### config.mk
export PLATFORM = sky130hd
export DESIGN_NAME = serializador_paralelo_serial
export DESIGN_NICKNAME = d
export VERILOG_FILES = /design/src/rtl/serial_pkg.sv /design/src/rtl/serializador_paralelo_serial_contador_bits.sv /design/src/rtl/serializador_paralelo_serial.sv
export SDC_FILE = /design/constraint.sdc
export NUM_CORES = 1
export LEC_CHECK = 0
export ABC_CLOCK_PERIOD_IN_PS = 2480
export CORE_AREA = 2 2 39 41
export DETAILED_ROUTE_END_ITERATION = 6
export DIE_AREA = 0 0 41 43
export SLEW_MARGIN = 20
export SYNTH_ARGS = -nofsm -noshare
export SYNTH_HDL_FRONTEND = slang
export SYNTH_HIERARCHICAL = 1
export SYNTH_SLANG_ARGS = --single-unit
### constraint.sdc
create_clock -name clock -period 2.48 [get_ports clock]
set_input_delay 0.496 -clock clock [delete_from_list [all_inputs] [get_ports clock]]
set_output_delay 0.496 -clock clock [all_outputs]
set_load 0.05 [all_outputs]
### src/rtl/serial_pkg.sv
`default_nettype none
// ============================================================================
//  Module      : serial_pkg
//  Description : Definitions shared by the parallel-to-serial transmitter and
//                the matching serial-to-parallel receiver.
//                - serial_state_e       : two-state FSM encoding (IDLE/SHIFT)
//                - SERIAL_WIDTH_DEFAULT : default parallel word width
//                - serial_cnt_width()   : bit-counter width for a word width
//  Revision    : 1.0 - initial release
// ============================================================================
package serial_pkg;

    typedef enum logic [0:0] {
        IDLE  = 1'b0,
        SHIFT = 1'b1
    } serial_state_e;

    localparam int SERIAL_WIDTH_DEFAULT = 4;

    // Width of a counter that indexes bit positions 0..width-1. It never
    // returns zero, so the counter always has at least one flop.
    function automatic int serial_cnt_width(input int width);
        return (width > 1) ? $clog2(width) : 1;
    endfunction

endpackage : serial_pkg
`default_nettype wire

### src/rtl/serializador_paralelo_serial_contador_bits.sv
`default_nettype none
// ============================================================================
//  Module      : contador_bits
//  Description : Bit-position counter, modulo WIDTH. It counts 0..WIDTH-1 and
//                then holds at WIDTH-1; it never wraps on its own.
//  Ports       : clock    - rising-edge clock
//                reset    - asynchronous active-low reset (count -> 0)
//                clear    - synchronous clear to 0 (has priority over enable)
//                enable   - advance by one position
//                count    - current bit position
//                terminal - high while count == WIDTH-1
//  Revision    : 1.0 - initial release
// ============================================================================
module contador_bits
    import serial_pkg::*;
#(
    parameter int WIDTH = SERIAL_WIDTH_DEFAULT
) (
    input  logic                                 clock,
    input  logic                                 reset,
    input  logic                                 clear,
    input  logic                                 enable,
    output logic [serial_cnt_width(WIDTH)-1:0]   count,
    output logic                                 terminal
);

    localparam int                CNT_W  = serial_cnt_width(WIDTH);
    localparam logic [CNT_W-1:0]  c_last = CNT_W'(WIDTH - 1);
    localparam logic [CNT_W-1:0]  c_one  = CNT_W'(1);

    logic [CNT_W-1:0] count_q;
    logic [CNT_W-1:0] count_d;

    always_comb begin
        count_d = count_q;
        if (clear) begin
            count_d = '0;
        end else if (enable && (count_q != c_last)) begin
            // Saturates at the last position; the owner clears it.
            count_d = count_q + c_one;
        end
    end

    always_ff @(posedge clock or negedge reset) begin
        if (!reset) begin
            count_q <= '0;
        end else begin
            count_q <= count_d;
        end
    end

    assign count    = count_q;
    assign terminal = (count_q == c_last);

endmodule : contador_bits
`default_nettype wire

### src/rtl/serializador_paralelo_serial.sv
`default_nettype none
// ============================================================================
//  Module      : serializador_paralelo_serial
//  Description : Parallel-to-serial converter. A WIDTH-bit word is accepted
//                when load and ready are both high on a rising edge. Its
//                bits appear on serial_out one per cycle, starting in the
//                next cycle. The order is MSB first (MSB_FIRST=1) or LSB
//                first (MSB_FIRST=0). A new word may be accepted during the
//                last-bit cycle, so words can be streamed with no gap.
//  Ports       : clock        - rising-edge clock
//                reset        - asynchronous active-low reset
//                load         - parallel word valid request
//                data_in      - parallel word, sampled only on acceptance
//                ready        - a word can be accepted this cycle
//                serial_out   - current serial bit (registered)
//                serial_valid - serial_out carries a valid bit (registered)
//                done         - high during the last bit of each word
//  Revision    : 1.0 - initial release
// ============================================================================
module serializador_paralelo_serial
    import serial_pkg::*;
#(
    parameter int WIDTH     = SERIAL_WIDTH_DEFAULT,  // legal range 2..32
    parameter int MSB_FIRST = 1
) (
    input  logic             clock,
    input  logic             reset,
    input  logic             load,
    input  logic [WIDTH-1:0] data_in,
    output logic             ready,
    output logic             serial_out,
    output logic             serial_valid,
    output logic             done
);

    localparam int               CNT_W         = serial_cnt_width(WIDTH);
    localparam logic [CNT_W-1:0] c_before_last = CNT_W'(WIDTH - 2);

    serial_state_e    state_q;
    serial_state_e    state_d;
    logic [WIDTH-1:0] shreg_q;
    logic [WIDTH-1:0] shreg_d;
    logic             serial_valid_q;
    logic             serial_valid_d;
    logic             done_q;
    logic             done_d;

    logic             cnt_clear;
    logic             cnt_enable;
    logic             cnt_terminal;
    logic [CNT_W-1:0] cnt_value;

    logic             w_ready;
    logic             w_accept;
    logic             w_out_bit;
    logic [WIDTH-1:0] w_shreg_shifted;

    // The bit on serial_out is always the outgoing end of the shift
    // register, so serial_out comes straight from a flop. Shifting moves the
    // next bit to that end. Clearing the register on return to IDLE makes
    // serial_out read 0 there.
    generate
        if (MSB_FIRST != 0) begin : g_msb_first
            assign w_out_bit       = shreg_q[WIDTH-1];
            assign w_shreg_shifted = {shreg_q[WIDTH-2:0], 1'b0};
        end else begin : g_lsb_first
            assign w_out_bit       = shreg_q[0];
            assign w_shreg_shifted = {1'b0, shreg_q[WIDTH-1:1]};
        end
    endgenerate

    contador_bits #(
        .WIDTH    (WIDTH)
    ) u_cnt (
        .clock    (clock),
        .reset    (reset),
        .clear    (cnt_clear),
        .enable   (cnt_enable),
        .count    (cnt_value),
        .terminal (cnt_terminal)
    );

    // Ready while idle, and during the last-bit cycle so that back-to-back
    // words follow each other without a gap.
    assign w_ready  = (state_q == IDLE) || ((state_q == SHIFT) && cnt_terminal);
    assign w_accept = load && w_ready;

    always_comb begin
        state_d        = state_q;
        shreg_d        = shreg_q;
        serial_valid_d = 1'b0;
        done_d         = 1'b0;
        cnt_clear      = 1'b0;
        cnt_enable     = 1'b0;

        if (w_accept) begin
            // The captured word's first bit is visible in the next cycle.
            state_d        = SHIFT;
            shreg_d        = data_in;
            serial_valid_d = 1'b1;
            cnt_clear      = 1'b1;
        end else if (state_q == SHIFT) begin
            if (cnt_terminal) begin
                state_d   = IDLE;
                shreg_d   = '0;
                cnt_clear = 1'b1;
            end else begin
                shreg_d        = w_shreg_shifted;
                serial_valid_d = 1'b1;
                cnt_enable     = 1'b1;
                // done is registered, so set it one position early to line
                // it up with the last bit.
                done_d         = (cnt_value == c_before_last);
            end
        end
    end

    always_ff @(posedge clock or negedge reset) begin
        if (!reset) begin
            state_q        <= IDLE;
            shreg_q        <= '0;
            serial_valid_q <= 1'b0;
            done_q         <= 1'b0;
        end else begin
            state_q        <= state_d;
            shreg_q        <= shreg_d;
            serial_valid_q <= serial_valid_d;
            done_q         <= done_d;
        end
    end

    assign ready        = w_ready;
    assign serial_out   = w_out_bit;
    assign serial_valid = serial_valid_q;
    assign done         = done_q;

endmodule : serializador_paralelo_serial
`default_nettype wire

==> impl_metrics.toml <==
[worst_hold_path]
hold_path.class = "reg -> reg"
min_from = "u_cnt/count[0]"

[placement]
place.detailed.instances = 62
port_buffers = 10
dpl.hpwl_um = 573
gp_congestion = 0.603

[detailed_routing]
vias = 310
ant_nets = 0
met2WireLength_um = 342
drc = 0
dr.pass1.iters = 4
wl_met3_um = 69
route.layer.met1.wl_um = 383
via_per_inst = 4.77
wl_per_cell_um = 12.2
drt-initial-drc-count = 6
routed.top_layer = "met3"
wl_um = 794

[synthesis]
synth_area_sq_um = 435
synth_edf_count = 0
avgSynthCellArea_sq_um = 11.5
syn-num-nets = 46
synth.area.mux_share = 0.152
synthAdderAreaFrac = 0.0287
synth_compound_area_frac = 0.0833
yosys.area_share.simple = 0.198
ys_top_cells_by_area = "dfrtp_1, mux2i_1, o221ai_1"
synthTopCellsByCount = "dfrtp_1, inv_1, mux2i_1, nand3_1"
async_flop_share = 1.00
yosys_register_bits = 8
synth_ff_type = "dfrtp_1"
netlist.top_cell.by_area = "dfrtp_1"
synth-seq-area-share = 0.460
synth.most_common_cell = "dfrtp_1"
synth_xor_area_frac = 0
yosys_warnings = 6
ys_types = 18
synth_top_area_frac = 0.460
synth_top_family_by_area = "simple AND/OR/NAND/NOR gates"
synth_cells = 38

[critical_path]
start_kind = "flip-flop"
crit_fanout = 8
path_class = "reg -> out"
r2r_start = "u_cnt/count[0]"
worstSetupStartpoint = "u_cnt/count[0]"
endpoint_kind = "primary output"
critPathRequiredTime_ps = 1980
cp_data_arrival_time_ps = 1620

[sta]
relSlewSlack = 0.668
slew_viol_final = 0
holdWs_ps = 512
tightest_slew_ps = 497
finalSetupViolCount = 0
finClkSkew_ps = 3.02
clock.fmax_mhz = 472
period_share = 0.853
rsz0062_at_grt = "no"
final-hold-violation-count = 0
fin_tns_setup_ps = 0
period_minus_slack_ps = 2120

[global_routing]
antenna_found_initial = 0
grt_use_total = 0.106
grt_overflow = 0
grt_pass1_wl_um = 1230
grt_pass1_vias = 273
grt_start_max_net_pins = 11

[clocking]
insertion_delay_ps = 250
cts_tree = "built"
numClockSinks = 8
hold_buffers = 0
path_clk_slew_ps = 50
cts-root-buf = "clkbuf_4"
htree_levels = 1
cts-buffers-inserted = 3
cts_resized = 0
clockBufferDepth = 2
cts_setup_buffers = 0

[floorplan]
die_y_um = 43
core-area_sq_mm = 0.00138
boundaryPins = 11
die_x_um = 41
initial_core_util = 0.315
fp.dieArea_sq_mm = 0.00176
row_count = 14

[finish]
antennaDiodeCount = 0
drive_gt1_frac = 0.163
num-nets-final = 59
final_core_util = 0.402
area_delta_synth_final_pct = 27.9
fin_cells = 65

[power]
ir_drop_v = 0.000482
p_leak_nw = 0.250
power_density_mw_per_mm2 = 1230
totalPowerFinal_uw = 684

[job]
cap_violations = 0

[outcome]
status = "finished clean"
where the power goes:
| part | internal (mW) | total [mW] | switching (mW) | leakage [nW] |
|---|---|---|---|---|
| Sequential | 0.183 | 0.221 | 0.0383 | 0.101 |
| Clock | 0.0551 | 0.0954 | 0.0403 | 0.0138 |
| Combinational | 0.164 | 0.368 | 0.204 | 0.135 |
per-stage QoR:
step                      worst slack (ps)  area [sq um]
after detailed placement               561           534
final                                  363           557
after global placement                 574           534
after global routing                   270           557
after floorplan                        814           435
after CTS                              335           557
critical path, stage by stage (launching register included):
cell,delay (ps)
dfrtp_1,410
ha_1,370
nand2b_1,330
buf_4,260
cells in the final DEF (no fill, tap or decap):
master / instances
nor2b_1: 1
o21ai_0: 1
mux2_4: 1
mux2_2: 1
nor3b_2: 1
nand4bb_1: 1
o21ai_1: 1
dfrtp_1: 8
clkbuf_4: 3
mux2i_1: 4
nor2_1: 1
inv_1: 4
buf_4: 1
nor2b_4: 1
clkdlybuf4s50_1: 9
ha_1: 1
nand3_1: 4
o221ai_1: 3
nand2b_1: 3
path summary, 6_finish.rpt:
kind / slack, ps / endpoint / depth (start not counted)
max: 360 / ready / 3
min: 510 / done / 1
max reg2reg: 720 / u_cnt/count[0] / 5
min reg2reg: 510 / done / 1
max in group asynchronous: 1680 / u_cnt/count[1] / 1
min in group asynchronous: 530 / shreg_q[2] / 1
cell type report:
class / instances / area [sq um]
Multi-Input combinational cell: 24 / 201
Sequential cell: 8 / 200
Tap cell: 16 / 20.0
Inverter: 4 / 15.0
Fill cell: 148 / 827
Timing Repair Buffer: 10 / 97.6
Clock buffer: 3 / 22.5
cell families (layout without fill, tap and decap cells):
logic type               Yosys count  in the layout
flip-flops                         8              8
buffers and inverters              6             17
multiplexers                       6              6
AO/OA/AOI/OAI                      5              5
AND/OR/NAND/NOR                   12             12
adder cells (fa/ha/maj)            1              1
layer usage:
layer / up-vias / GRT usage
li1: 156 / -
met1: 145 / 0.149
met2: 9 / 0.122
met3: 0 / 0.0471
met4: 0 / 0.0800
met5: - / 0
state kept, by name (all words and copies together), names as in the netlist:
register	flops
done	1
serial_valid	1
shreg_q	4
u_cnt/count	2
Power figures use the tool's default switching activity.
